===== src/rtl/dmux_stream.sv =====
// dmux_stream: 1:CHANNELS valid/ready stream demultiplexer with a DEPTH-entry
// FIFO on every output channel.
//
// Ports:
//   clk, rst       rising-edge clock; asynchronous active-high reset
//   in_valid/ready producer handshake; in_ready never depends on out_ready
//   in_data        input word
//   in_sel         target channel for unicast words
//   in_bcast       1 = write the word into every channel FIFO at once
//   out_valid[c]   channel c FIFO non-empty
//   out_ready[c]   consumer c takes the head word
//   out_data       channel c head word at [c*WIDTH +: WIDTH]
//   ch_full[c]     channel c holds DEPTH words
//   drop_count     saturating count of words discarded for out-of-range in_sel
module dmux_stream #(
  parameter int WIDTH    = 16,
  parameter int CHANNELS = 4,
  parameter int SEL_W    = 2,
  parameter int DEPTH    = 2
) (
  input  logic                      clk,
  input  logic                      rst,
  input  logic                      in_valid,
  output logic                      in_ready,
  input  logic [WIDTH-1:0]          in_data,
  input  logic [SEL_W-1:0]          in_sel,
  input  logic                      in_bcast,
  output logic [CHANNELS-1:0]       out_valid,
  input  logic [CHANNELS-1:0]       out_ready,
  output logic [CHANNELS*WIDTH-1:0] out_data,
  output logic [CHANNELS-1:0]       ch_full,
  output logic [15:0]               drop_count
);

  localparam int PTR_W = $clog2(DEPTH);
  localparam int CNT_W = $clog2(DEPTH + 1);

  logic [WIDTH-1:0] mem    [CHANNELS][DEPTH];
  logic [PTR_W-1:0] wr_ptr [CHANNELS];
  logic [PTR_W-1:0] rd_ptr [CHANNELS];
  logic [CNT_W-1:0] count  [CHANNELS];
  logic [15:0]      drop_q;

  logic [CHANNELS-1:0] sel_hit;
  logic [CHANNELS-1:0] full;
  logic [CHANNELS-1:0] nonempty;
  logic [CHANNELS-1:0] push;
  logic [CHANNELS-1:0] pop;
  logic                sel_ok;
  logic                accept;
  logic                drop;

  // Decode in_sel as a one-hot match against each channel index; an
  // out-of-range select simply matches nothing, which avoids a magnitude
  // compare that is constant whenever 2**SEL_W == CHANNELS.
  always_comb begin
    sel_hit  = '0;
    full     = '0;
    nonempty = '0;
    for (int unsigned c = 0; c < CHANNELS; c++) begin
      sel_hit[c]  = (in_sel == SEL_W'(c));
      full[c]     = (count[c] == CNT_W'(DEPTH));
      nonempty[c] = (count[c] != '0);
    end
  end

  always_comb begin
    sel_ok = |sel_hit;
    if (in_bcast)
      in_ready = ~|full;
    else if (sel_ok)
      in_ready = |(sel_hit & ~full);
    else
      in_ready = 1'b1;
    accept = in_valid & in_ready;
    push   = '0;
    if (accept)
      push = in_bcast ? '1 : sel_hit;
    pop  = nonempty & out_ready;
    drop = accept & ~in_bcast & ~sel_ok;
  end

  always_ff @(posedge clk or posedge rst) begin
    if (rst) begin
      for (int unsigned c = 0; c < CHANNELS; c++) begin
        wr_ptr[c] <= '0;
        rd_ptr[c] <= '0;
        count[c]  <= '0;
        for (int unsigned d = 0; d < DEPTH; d++)
          mem[c][d] <= '0;
      end
    end else begin
      for (int unsigned c = 0; c < CHANNELS; c++) begin
        if (push[c]) begin
          mem[c][wr_ptr[c]] <= in_data;
          wr_ptr[c]         <= wr_ptr[c] + PTR_W'(1);
        end
        if (pop[c])
          rd_ptr[c] <= rd_ptr[c] + PTR_W'(1);
        case ({push[c], pop[c]})
          2'b10:   count[c] <= count[c] + CNT_W'(1);
          2'b01:   count[c] <= count[c] - CNT_W'(1);
          default: count[c] <= count[c];
        endcase
      end
    end
  end

  always_ff @(posedge clk or posedge rst) begin
    if (rst)
      drop_q <= '0;
    else if (drop && (drop_q != '1))
      drop_q <= drop_q + 16'd1;
  end

  always_comb begin
    out_data = '0;
    for (int unsigned c = 0; c < CHANNELS; c++)
      out_data[c*WIDTH +: WIDTH] = mem[c][rd_ptr[c]];
  end

  assign out_valid  = nonempty;
  assign ch_full    = full;
  assign drop_count = drop_q;

endmodule


===== config.mk =====
export PLATFORM = sky130hd
export DESIGN_NAME = dmux_stream
export DESIGN_NICKNAME = d
export VERILOG_FILES = /design/src/rtl/dmux_stream.sv
export SDC_FILE = /design/constraint.sdc
export NUM_CORES = 1
export LEC_CHECK = 0
export CORE_ASPECT_RATIO = 0.8
export CORE_MARGIN = 5
export CORE_UTILIZATION = 50
export DETAILED_ROUTE_END_ITERATION = 12
export MAX_ROUTING_LAYER = met4
export PLACE_DENSITY = 0.75
export SLEW_MARGIN = 30
export SYNTH_ARGS = -nofsm -noshare
export SYNTH_HDL_FRONTEND = slang
export SYNTH_SLANG_ARGS = --single-unit

===== constraint.sdc =====
create_clock -name clk -period 14 [get_ports clk]
set_input_delay 4.2 -clock clk [delete_from_list [all_inputs] [get_ports clk]]
set_output_delay 4.2 -clock clk [all_outputs]
set_load 0.1 [all_outputs]

==> run_results.csv <==
group,metric,value,unit
status,status,"complete, no violations",
detailed_routing,drtIter0Drc,169,
yosys,syn-instance-count,468,
placed_design,io_buffer_count,114,
yosys,synth-edff-count,0,
clocking,cts_setup_buffers,0,
floorplan,die_y,116.5,µm
worst_setup_path,path_class,"input port to output pin",
min_path,hp-start,"drop_count[8]$_DFFE_PP0P_",
clocking,cts_hold_buf,0,
clocking,root_buffer,"clkbuf_16",
clocking,insertion_delay,0.42,ns
clocking,ctsResizeCount,0,
placed_design,dpl.hpwl,10020,µm
worst_setup_path,rr_startpoint,"count[7]$_DFFE_PP0P_",
floorplan,core,13740,µm²
detailed_routing,routed-via-count,4084,
layout,layout_common_cells,"mux2_2, dfrtp_1, clkdlybuf4s50_1",
sta,fin_ws,3.189,ns
clocking,cts_tree,"done",
yosys,yosys-mux-area-fraction,0.3104,
sta,skew,0.009389,ns
layout,drive_above_1_share,0.4229,
worst_setup_path,critPathRequiredTime,9.80,ns
clocking,path_clk_slew,0.06,ns
yosys,synth.avg_cell_area,15.14,µm²
clocking,htree_levels,4,
sta,holdWs,0.3736,ns
sta,rsz0062_at_grt,"false",
detailed_routing,ant_nets,0,
global_routing,antenna_found_initial,0,
global_routing,first_global_vias,4424,
global_routing,grt_overflow,0,
detailed_routing,route.detailed.drc,0,
floorplan,die_area,16670,µm²
sta,fin_crit_sh,0.7722,
yosys,synth_xor_xnor_area_share,0.02472,
floorplan,ioPinCount,115,
yosys,netlist_area,7087,µm²
yosys,async_flop_share,1.000,
sta,hold_viol_final,0,
sta,tns,0,ns
global_routing,gr-usage-all-layers,0.2006,
detailed_routing,via_per_inst,5.346,
placed_design,place_congestion,0.9530,
layout,mostFrequentLayoutCell,"mux2_2",
floorplan,rows,38,
detailed_routing,first_pass_iters,4,
clocking,clockBufferDepth,2,
worst_setup_path,end_kind,"output pin",
yosys,ys_seq_elements,160,
yosys,synth_top_family_by_area,"multiplexers",
yosys,synth_compound_area_frac,0.01977,
sta,setup_viol,0,
clocking,cts_buffers,17,
yosys,yosys.area_share.adder,0.007062,
yosys,yosys.area_share.simple,0.04149,
yosys,yosys_warnings,0,
run,maxCapViolCount,0,
sta,post-route-min-period,10.81,ns
layout,diodes,0,
floorplan,die_width,143.1,µm
worst_setup_path,crit_fanout,8,
worst_setup_path,startpoint,"in_sel[1]",
detailed_routing,drt-total-wl,15430,µm
min_path,hp-class,"register to register",
placed_design,place_ws,3.201,ns
sta,fmax,92.50,MHz
global_routing,grt_max_degree,85,
global_routing,grt_pass1_wl,24530,µm
detailed_routing,wl_per_cell,20.19,µm
sta,slew_headroom,0.3228,
layout,layout.nets,601,
worst_setup_path,startpoint_type,"input port",
yosys,ys_seq_area_frac,0.5650,
sta,worstMarginPinSlew,1.016,ns
worst_setup_path,arrival,6.61,ns
clocking,cts.sinks,160,
floorplan,start_util,0.5158,
yosys,synth-main-ff-cell,"dfrtp_1",
layout,syn_to_final_growth,26.36,%
yosys,yosysUniqueCellTypes,44,
yosys,synth_nets,498,
sta,finalMaxSlewViolations,0,
## critical path, cell delays in order
cell and delay, ns:
clkdlybuf4s50_1 0.62, nor3b_1 0.27, a41oi_2 0.12, o22ai_1 0.23, clkdlybuf4s50_1 1.17
## cell families (layout without fill, tap and decap cells)
kind of cell	count (synthesis)	after routing
AOI/OAI and AO/OA	12	12
xor gates and xnor gates	20	20
adders and majority gates	4	4
buffers and inverters	41	157
DFF	160	160
muxes	192	192
and+or+nand+nor	39	39
## routing by layer
layer | GRT usage | wire length, µm | vias to the layer above
met2 | 0.3038 | 7115 | 100
li1 | - | - | 1856
met4 | 0.05256 | 160 | 0
met5 | - | 0 | -
met3 | 0.04380 | 715 | 16
met1 | 0.2777 | 7436 | 2112
## through the flow
stage                       util  cell area, µm²  std cells
after floorplan                -            7087        468
after global placement    0.6019            8270        728
after detailed placement  0.6072            8343        731
after CTS                 0.6509            8944        763
after global routing      0.6517            8955        764
final                     0.6517            8955        764
## registers in the layout (all words and copies together) (netlist names)
name,flops
mem,128
count,8
rd_ptr,4
wr_ptr,4
drop_count,16
## Yosys cell counts, types with 2 or more instances
| master | n | area (µm²) |
|---|---|---|
| mux2_2 | 172 | 1937 |
| dfrtp_1 | 160 | 4004 |
| clkbuf_1 | 23 | 86.33 |
| xnor2_1 | 12 | 105.1 |
| mux2_1 | 10 | 112.6 |
| mux2_4 | 10 | 150.1 |
| xor2_1 | 8 | 70.07 |
| buf_4 | 5 | 37.54 |
| nand3_1 | 5 | 25.02 |
| or2_2 | 5 | 31.28 |
| and2_1 | 4 | 25.02 |
| ha_1 | 4 | 50.05 |
| inv_1 | 4 | 15.01 |
| nor2_1 | 4 | 15.01 |
| buf_6 | 3 | 33.78 |
| o21ai_2 | 3 | 26.28 |
| o32a_2 | 3 | 33.78 |
| inv_2 | 2 | 7.510 |
| nand2_1 | 2 | 7.510 |
| nand4_1 | 2 | 12.51 |
| o31ai_4 | 2 | 42.54 |
| or2b_4 | 2 | 22.52 |
| or4_4 | 2 | 22.52 |
## layout make-up
class / instances / area [µm²]
Clock inverter: 12 / 133.9
Multi-Input combinational cell: 267 / 2889
Sequential cell: 160 / 4004
Tap cell: 180 / 225.2
Fill cell: 986 / 4786
Inverter: 6 / 27.53
Clock buffer: 20 / 466.7
Timing Repair Buffer: 119 / 1209
## path summary, 6_finish.rpt
kind	end	slack [ns]	cells past startpoint
worst max-delay path	in_ready	3.19	5
worst max register to register	mem[30]$_DFFE_PP0P_	11.67	5
min in group asynchronous	drop_count[8]$_DFFE_PP0P_	4.25	2
worst min-delay path	drop_count[8]$_DFFE_PP0P_	0.37	0
worst min register to register	drop_count[8]$_DFFE_PP0P_	0.37	0
max in group asynchronous	mem[33]$_DFFE_PP0P_	8.53	3
Power is left out: the tool's default activity adds up to more than one toggle a clock period on the data nets, which glitch-free logic cannot reach.
